**src/rtl/canyon_pkg.sv**
```systemverilog
// Canyon Bomber ROM download sequencer shared types.
// FSM encoding and default ROM map geometry.
package canyon_pkg;

  typedef enum logic [2:0] {
    HOLD,
    RUN,
    LOAD,
    CHECK,
    FAULT
  } dl_state_t;

  localparam int DEF_REGION_AW      = 11;
  localparam int DEF_NUM_REGIONS    = 4;
  localparam int DEF_EXPECTED_BYTES = DEF_NUM_REGIONS << DEF_REGION_AW;
  localparam int DEF_HOLD_CYCLES    = 16;

  localparam int BYTE_CNT_W = 14;
  localparam logic [BYTE_CNT_W-1:0] BYTE_CNT_MAX = '1;

  localparam logic [1:0] RGN_0 = 2'd0;
  localparam logic [1:0] RGN_1 = 2'd1;
  localparam logic [1:0] RGN_2 = 2'd2;
  localparam logic [1:0] RGN_3 = 2'd3;

endpackage

```
**src/rtl/rom_download_sequencer.sv**
```systemverilog
// Canyon Bomber ROM download sequencer.
// Routes ioctl bytes to ROM regions and owns the core reset.
module rom_download_sequencer
  import canyon_pkg::*;
#(
  parameter int REGION_AW      = DEF_REGION_AW,
  parameter int NUM_REGIONS    = DEF_NUM_REGIONS,
  parameter int EXPECTED_BYTES = DEF_EXPECTED_BYTES,
  parameter int HOLD_CYCLES    = DEF_HOLD_CYCLES
) (
  input  logic                   clk_sys,
  input  logic                   Reset_I,
  input  logic                   ext_reset,
  input  logic                   ioctl_download,
  input  logic                   ioctl_wr,
  input  logic [24:0]            ioctl_addr,
  input  logic [7:0]             ioctl_data,
  output logic [NUM_REGIONS-1:0] rom_wr,
  output logic [REGION_AW-1:0]   rom_addr,
  output logic [7:0]             rom_data,
  output logic                   core_reset_n,
  output logic                   dl_busy,
  output logic                   dl_error,
  output logic [BYTE_CNT_W-1:0]  byte_count
);

  localparam int IDXW = (NUM_REGIONS > 1) ? $clog2(NUM_REGIONS) : 1;
  localparam int HCW  = (HOLD_CYCLES > 1) ? $clog2(HOLD_CYCLES) : 1;
  localparam logic [HCW-1:0] HOLD_INIT = HCW'(HOLD_CYCLES - 1);
  localparam logic [24:0] ADDR_LIMIT = 25'(EXPECTED_BYTES);
  localparam logic [BYTE_CNT_W-1:0] CNT_GOOD = BYTE_CNT_W'(EXPECTED_BYTES);

  dl_state_t state, state_nxt;

  logic [HCW-1:0]         hold_cnt, hold_cnt_nxt;
  logic [NUM_REGIONS-1:0] rom_wr_nxt;
  logic [BYTE_CNT_W-1:0]  cnt_base, cnt_nxt;
  logic                   err_nxt;
  logic                   entering;
  logic                   wr_take;
  logic                   in_range;
  logic [IDXW-1:0]        rgn_idx;

  assign in_range = ioctl_addr < ADDR_LIMIT;
  assign rgn_idx  = ioctl_addr[REGION_AW +: IDXW];

  // State register.
  always_ff @(posedge clk_sys or negedge Reset_I) begin
    if (!Reset_I) state <= HOLD;
    else          state <= state_nxt;
  end

  // Next-state: download always wins over ext_reset.
  always_comb begin
    state_nxt = state;
    unique case (state)
      HOLD: begin
        if (ioctl_download)     state_nxt = LOAD;
        else if (hold_cnt == 0) state_nxt = RUN;
      end
      RUN: begin
        if (ioctl_download) state_nxt = LOAD;
        else if (ext_reset) state_nxt = HOLD;
      end
      LOAD: begin
        if (!ioctl_download) state_nxt = CHECK;
      end
      CHECK: begin
        if (byte_count == CNT_GOOD && !dl_error) state_nxt = HOLD;
        else                                     state_nxt = FAULT;
      end
      FAULT: begin
        if (ioctl_download) state_nxt = LOAD;
      end
      default: state_nxt = HOLD;
    endcase
  end

  // Datapath next values: strobe, counters, sticky error.
  always_comb begin
    entering = (state != LOAD) && (state_nxt == LOAD);
    // Last byte may arrive as download falls, so LOAD accepts it.
    wr_take  = ioctl_wr &&
               ((state == LOAD) || (ioctl_download && entering));

    hold_cnt_nxt = hold_cnt;
    if (state != HOLD && state_nxt == HOLD) hold_cnt_nxt = HOLD_INIT;
    else if (state == HOLD && hold_cnt != 0) hold_cnt_nxt = hold_cnt - 1'b1;

    rom_wr_nxt = '0;
    if (wr_take && in_range) rom_wr_nxt[rgn_idx] = 1'b1;

    cnt_base = entering ? '0 : byte_count;
    cnt_nxt  = cnt_base;
    if (wr_take && in_range && cnt_base != BYTE_CNT_MAX)
      cnt_nxt = cnt_base + 1'b1;

    err_nxt = entering ? 1'b0 : dl_error;
    if (wr_take && !in_range) err_nxt = 1'b1;
    if (state == CHECK && state_nxt == FAULT) err_nxt = 1'b1;
  end

  // Registered outputs and counters.
  always_ff @(posedge clk_sys or negedge Reset_I) begin
    if (!Reset_I) begin
      hold_cnt     <= HOLD_INIT;
      rom_wr       <= '0;
      rom_addr     <= '0;
      rom_data     <= '0;
      core_reset_n <= 1'b0;
      dl_busy      <= 1'b0;
      dl_error     <= 1'b0;
      byte_count   <= '0;
    end else begin
      hold_cnt     <= hold_cnt_nxt;
      rom_wr       <= rom_wr_nxt;
      if (wr_take && in_range) begin
        rom_addr <= ioctl_addr[REGION_AW-1:0];
        rom_data <= ioctl_data;
      end
      core_reset_n <= (state_nxt == RUN);
      dl_busy      <= (state_nxt == LOAD) || (state_nxt == CHECK);
      dl_error     <= err_nxt;
      byte_count   <= cnt_nxt;
    end
  end

endmodule
```
**config.mk**
```make
export PLATFORM = sky130hd
export DESIGN_NAME = rom_download_sequencer
export DESIGN_NICKNAME = d
export VERILOG_FILES = /design/src/rtl/canyon_pkg.sv /design/src/rtl/rom_download_sequencer.sv
export SDC_FILE = /design/constraint.sdc
export NUM_CORES = 1
export LEC_CHECK = 0
export CORE_ASPECT_RATIO = 0.5
export CORE_MARGIN = 2
export CORE_UTILIZATION = 49
export CTS_CLUSTER_DIAMETER = 120
export DETAILED_ROUTE_END_ITERATION = 6
export PLACE_DENSITY = 0.88
export REMOVE_ABC_BUFFERS = 1
export SYNTH_ARGS = -nofsm -noshare
export SYNTH_HDL_FRONTEND = slang
export SYNTH_SLANG_ARGS = --single-unit
```
**constraint.sdc**
```tcl
create_clock -name clk_sys -period 4.4 [get_ports clk_sys]
set_input_delay 0.88 -clock clk_sys [delete_from_list [all_inputs] [get_ports clk_sys]]
set_output_delay 0.88 -clock clk_sys [all_outputs]
set_load 0.01 [all_outputs]
```
==> impl_metrics.json, run 1 <==
{
  "outcome": "finished clean",
  "skew_ps": 6.747,
  "r2r.worst_path.cells": 8,
  "nFillCells": 322,
  "combPwrFrac_pct": 23.1,
  "rrSetupSlack_ps": 1430,
  "worst_pin_slew_ps": 1030,
  "cts_root_buffer": "clkbuf_8",
  "cts_num_sinks": 47,
  "fmax_mhz": 299.3,
  "cts-resized-gates": 0,
  "required_ps": 4590,
  "grt_pass1_wl_um": 9473,
  "synthCells": 241,
  "final_util_pct": 72.45,
  "fin_cells": 374,
  "dp.cells": 366,
  "synth.yosys.warnings": 0,
  "power_density_nw_per_um2": 372.1,
  "diodes": 0,
  "drv_slew": 0,
  "firstDrtPassIters": 4,
  "regArea_um2": 1181,
  "r2r-start": "state[1]",
  "yosys.area.top_type_share_pct": 47.07,
  "row_count": 17,
  "finalSetupTns_ps": 0,
  "r2r-end": "byte_count[1]",
  "vias": 2103,
  "ir_drop_mv": 0.1898,
  "critPathTopFamily": "simple AND/OR/NAND/NOR gates",
  "swShare_pct": 29.52,
  "wl_um": 5786,
  "crit_type": "input pin to register",
  "setup_violations": 0,
  "crit_start": "ioctl_download",
  "switchingPower_uw": 353.8,
  "cts_hold_buf": 0,
  "finalHoldViolations": 0,
  "grt_pass1_vias": 2053,
  "period_share_pct": 75.94,
  "syn2layout_area_growth_pct": 40.89,
  "grt_max_degree": 48,
  "crit_buf_inv": 1,
  "clkTransAtPathRegs_ps": 90,
  "multi_input_area_um2": 1036,
  "synthesis.area_um2": 2286,
  "finalCriticalPeriod_ps": 3341,
  "synth.avg_cell_area_um2": 9.485,
  "synth.ff_latch_count": 47,
  "timing.critical_path.to": "byte_count[1]",
  "max_cap_violations": 0,
  "synth_edf_count": 0,
  "hold_ws_ps": 472.3,
  "track_usage_pct": 23.48,
  "cts.htree.levels": 2,
  "drt-vias-per-instance": 5.623,
  "worstSetupEndpointType": "register",
  "dpl_cell_area_um2": 3084,
  "placement.io_buffers": 77,
  "final_area_um2": 3221,
  "p_seq_share_pct": 45.4,
  "worst_path_largest_cell_delay_ps": 630,
  "slew_headroom_pct": 31.32,
  "antenna_found_initial": 0,
  "arrival_ps": 3530,
  "post_drt_wl_per_cell_um": 15.47,
  "netlist-cell-type-count": 50,
  "drive_gt1_share_pct": 8.202,
  "synth_area_leaders": "dfrtp_1, nand2_1, dfstp_2",
  "clock_path_buffers": 2,
  "core_area_um2": 4446,
  "drc": 0,
  "die_h_um": 52.30,
  "crit_cells": 9,
  "dieArea_um2": 5261,
  "rsz0062_at_grt": "false",
  "slowest_stage": "nor4_4",
  "nets": 356,
  "crit_chain": "clkdlybuf4s50_1, nand2b_2, a21o_1, and2_1, ha_1, nand3_2, nor4_4, nor2_2, mux2_2",
  "dpl.hpwl_um": 4126,
  "yosysTopAreaCell": "dfrtp_1",
  "seq_area_frac_synth_pct": 51.67,
  "async_reset_ff_share_pct": 100.0,
  "start_util_pct": 51.42,
  "grt_overflow": 0,
  "finalWeightedCongestion": 0.9263,
  "power_leakage_nw": 1.417,
  "ioPinCount": 78,
  "hp-class": "register to register",
  "cts_made_buffers": 5,
  "worst_setup_path_start_kind": "input pin",
  "clock_latency_ps": 300,
  "post_cts_buffers": 0,
  "ys.flop_type": "dfrtp_1",
  "path_max_fanout": 12,
  "drtIter0Drc": 137,
  "cts_tree": "built",
  "clock_power_share_pct": 31.5,
  "die_x_um": 100.6,
  "ant_nets": 0,
  "power.internal_uw": 844.6
}
-- routing by layer --
layer | global-route usage, % | wire (um) | vias up
li1 | - | - | 1012
met1 | 27.49 | 2404 | 1015
met2 | 43.44 | 3017 | 70
met3 | 5.867 | 306 | 6
met4 | 6.849 | 58 | 0
met5 | 0 | 0 | -
-- cell type report --
cell class / instances / area share (%)
clock buffer: 5 / 2.137
clock inverter: 3 / 2.098
inverter: 6 / 0.6993
multi-input combinational: 178 / 32.17
sequential: 47 / 36.67
tap: 57 / 2.214
timing repair buffer: 78 / 24.01
-- cells in the mapped netlist, types with 2 or more instances --
cell / count
nand2_1: 69
dfrtp_1: 43
nor4_1: 11
a21oi_1: 10
or4_1: 7
inv_1: 6
nand3_1: 6
o31ai_1: 6
o21ai_0: 5
and2_1: 4
and4_1: 4
buf_2: 4
clkbuf_1: 4
dfstp_2: 4
nor3_1: 4
nor3b_1: 4
nand2b_1: 3
nand4_1: 3
nor2_1: 3
or2_2: 3
a21o_1: 2
a21oi_2: 2
a32oi_1: 2
and3_1: 2
ha_1: 2
o31a_1: 2
o32a_1: 2
xor2_1: 2
-- worst min-delay path by stage --
stage,slack [ps],from,depth (start not counted),endpoint
6_report,470,rom_data[2],2,rom_data[2]
5_1_grt,510,rom_addr[1],2,rom_addr[1]
4_1_cts,480,rom_addr[3],2,rom_addr[3]
3_5_place_dp,460,rom_addr[3],2,rom_addr[3]
3_3_place_gp,450,rom_data[2],2,rom_data[2]
2_1_floorplan,480,hold_cnt[2],2,hold_cnt[2]
-- worst register-to-register path, cell delays in order (launching register included) --
cell and delay (ps):
dfrtp_1 580, nand2b_2 250, a21o_1 240, and2_1 230
ha_1 320, nand3_2 200, nor4_4 630, nor2_2 120
mux2_2 300
-- layout by cell type, fill, tap and decap left out, types with 5 or more instances in the layout --
cell type / count
clkdlybuf4s50_1: 76
nand2_1: 69
dfrtp_1: 43
nor4_1: 11
a21oi_1: 10
or4_1: 7
inv_1: 6
o31ai_1: 6
nand3_1: 6
o21ai_0: 5
clkbuf_8: 5
-- per-stage QoR --
| stage | worst slack (ps) | total power [mW] |
|---|---|---|
| after detailed placement | 806.2 | 0.8235 |
| after CTS | 1119 | 1.202 |
| after global routing | 887.9 | 1.256 |
| after global placement | 983.3 | 0.8052 |
| final | 1059 | 1.198 |
| after floorplan | 1680 | 0.7028 |
-- flip-flops by register name (all words and copies together) (netlist names) --
name	cells
rom_wr	4
dl_busy	1
rom_addr	11
dl_error	1
core_reset_n	1
state	3
rom_data	8
byte_count	14
hold_cnt	4
-- logic make-up after synthesis --
logic type,count (synthesis),share of synthesized area [%]
simple gates,130,29.23
flops,47,51.67
compound gates,41,12.92
buf+inv,16,3.010
xor+xnor,3,1.150
mux,2,0.9305
fa+ha+maj,2,1.095
-- power groups by stage --
stage,combinational [mW],sequential (mW),clock (mW)
3_5_place_dp,0.274,0.550,0
3_3_place_gp,0.262,0.543,0
2_1_floorplan,0.163,0.540,0
5_1_grt,0.304,0.550,0.401
6_report,0.276,0.544,0.378
4_1_cts,0.276,0.542,0.384
No activity file was read; power rests on OpenSTA's default activity.
==> inputs of run 2 (changes only) <==
Settings changed: CORE_UTILIZATION 49 to 45, PLACE_DENSITY 0.88 to 0.82.
Clock period 4.4 ns to 3.2 ns, I/O delays scaled along.
==> impl_metrics.json, run 2 (synthesis results as in run 1) <==
{
  "outcome": "finished clean",
  "fmax_mhz": 349.8,
  "clock_latency_ps": 310,
  "power_leakage_nw": 1.425,
  "drt-vias-per-instance": 5.294,
  "post_drt_wl_per_cell_um": 14.62,
  "arrival_ps": 3060,
  "drive_gt1_share_pct": 9.034,
  "clock_power_share_pct": 26.2,
  "grt_pass1_vias": 2113,
  "ioPinCount": 78,
  "dpl_cell_area_um2": 3131,
  "cts_made_buffers": 5,
  "mostFrequentLayoutCell": "clkdlybuf4s50_1",
  "largest_reg_flops": 14,
  "worst_pin_slew_ps": 1049,
  "slew_headroom_pct": 30.07,
  "finalPower_mw": 1.525,
  "cts_num_sinks": 47,
  "track_usage_pct": 21.43,
  "drtIter0Drc": 109,
  "drv_slew": 0,
  "finalWeightedCongestion": 0.8873,
  "cts_tree": "built",
  "cts_root_buffer": "clkbuf_8",
  "combPwrFrac_pct": 25.3,
  "required_ps": 3400,
  "cts.htree.levels": 2,
  "worstSetupEndpointType": "register",
  "nFillCells": 417,
  "grt_max_degree": 48,
  "grt_pass1_wl_um": 9515,
  "layout_common_cells": "clkdlybuf4s50_1, nand2_1, dfrtp_1",
  "period_share_pct": 89.33,
  "regMostFlops": "byte_count",
  "skew_ps": 6.449,
  "top_regs": "byte_count: 14 flops, rom_addr: 11 flops, rom_data: 8 flops",
  "firstDrtPassIters": 4,
  "worst_setup_path_start_kind": "input pin",
  "fin_cells": 391,
  "cts_hold_buf": 0,
  "dpl.hpwl_um": 4177,
  "cts-resized-gates": 0,
  "finalSetupTns_ps": 0,
  "clock_path_buffers": 2,
  "setup_violations": 0,
  "final_util_pct": 65.80,
  "ant_nets": 0,
  "worst_path_largest_cell_delay_ps": 630,
  "slowest_stage": "nor4_4",
  "grt_overflow": 0,
  "swShare_pct": 30.72,
  "core_area_um2": 4910,
  "dp.cells": 383,
  "max_cap_violations": 0,
  "rsz0062_at_grt": "false",
  "antenna_found_initial": 0,
  "finalHoldViolations": 0,
  "switchingPower_uw": 468.4,
  "clkTransAtPathRegs_ps": 90,
  "crit_type": "input pin to register",
  "power_density_nw_per_um2": 471.9,
  "diodes": 0,
  "placement.io_buffers": 77,
  "hp-class": "register to register",
  "dieArea_um2": 5701,
  "start_util_pct": 46.56,
  "p_seq_share_pct": 48.5,
  "crit_chain": "clkdlybuf4s50_1, nand2b_2, a21o_1, and2_1, ha_1, nand3_2, nor4_4, nor2_2, mux2_2",
  "drc": 0,
  "die_h_um": 54.40,
  "finalCriticalPeriod_ps": 2859,
  "path_max_fanout": 12,
  "ir_drop_mv": 0.2078,
  "power.internal_mw": 1.056,
  "final_area_um2": 3231,
  "nets": 360,
  "row_count": 18,
  "syn2layout_area_growth_pct": 41.32,
  "wl_um": 5718,
  "post_cts_buffers": 0,
  "die_x_um": 104.8,
  "vias": 2070
}
run 2: path summary, 6_finish.rpt:
check | start | to | slack (ps) | cells past startpoint
setup / recovery | ioctl_download | byte_count[1] | 340 | 9
hold / removal | rom_data[7] | rom_data[7] | 470 | 2
setup reg to reg | state[1] | byte_count[1] | 490 | 8
hold reg to reg | rom_data[7] | rom_data[7] | 470 | 2
max in group asynchronous | Reset_I | byte_count[13] | 2040 | 1
min in group asynchronous | Reset_I | rom_data[7] | 510 | 1
run 2: routing by layer:
metal,vias up,share of wire (%),GRT usage (%)
met3,9,5.6,6.429
met5,-,0,0
li1,1020,-,-
met4,0,1.3,7.111
met1,976,45,25.58
met2,65,48,38.64
run 2: final cells by class:
| class | instances | area (um2) | area share [%] |
|---|---|---|---|
| clock buffer | 8 | 100.1 | 3.098 |
| inverter | 6 | 22.52 | 0.6971 |
| multi-input combinational | 178 | 1036 | 32.07 |
| sequential | 47 | 1181 | 36.56 |
| tap | 70 | 87.58 | 2.711 |
| timing repair buffer | 82 | 803.3 | 24.86 |
run 2: stage by stage:
stage | setup slack (ps) | hold slack (ps)
after floorplan | 719.7 | 344.4
after global placement | 165.1 | 449.9
after detailed placement | 62.37 | 457.1
after CTS | 377.8 | 476.4
after global routing | 225.7 | 505.3
final | 341.3 | 470.2
run 2: critical path, delay by kind of cell:
kind                       cells  cell delay, ps
and+or+nand+nor                5            1250
buffers and inverters          1             470
muxes                          1             300
AOI/OAI and AO/OA              1             200
adders and majority gates      1             200
run 2: power groups by stage:
stage / logic (mW) / clock network, mW / registers (mW)
after global routing: 0.425 / 0.433 / 0.748
after CTS: 0.389 / 0.405 / 0.737
final: 0.386 / 0.399 / 0.739
after floorplan: 0.224 / 0 / 0.742
after global placement: 0.373 / 0 / 0.746
after detailed placement: 0.386 / 0 / 0.748
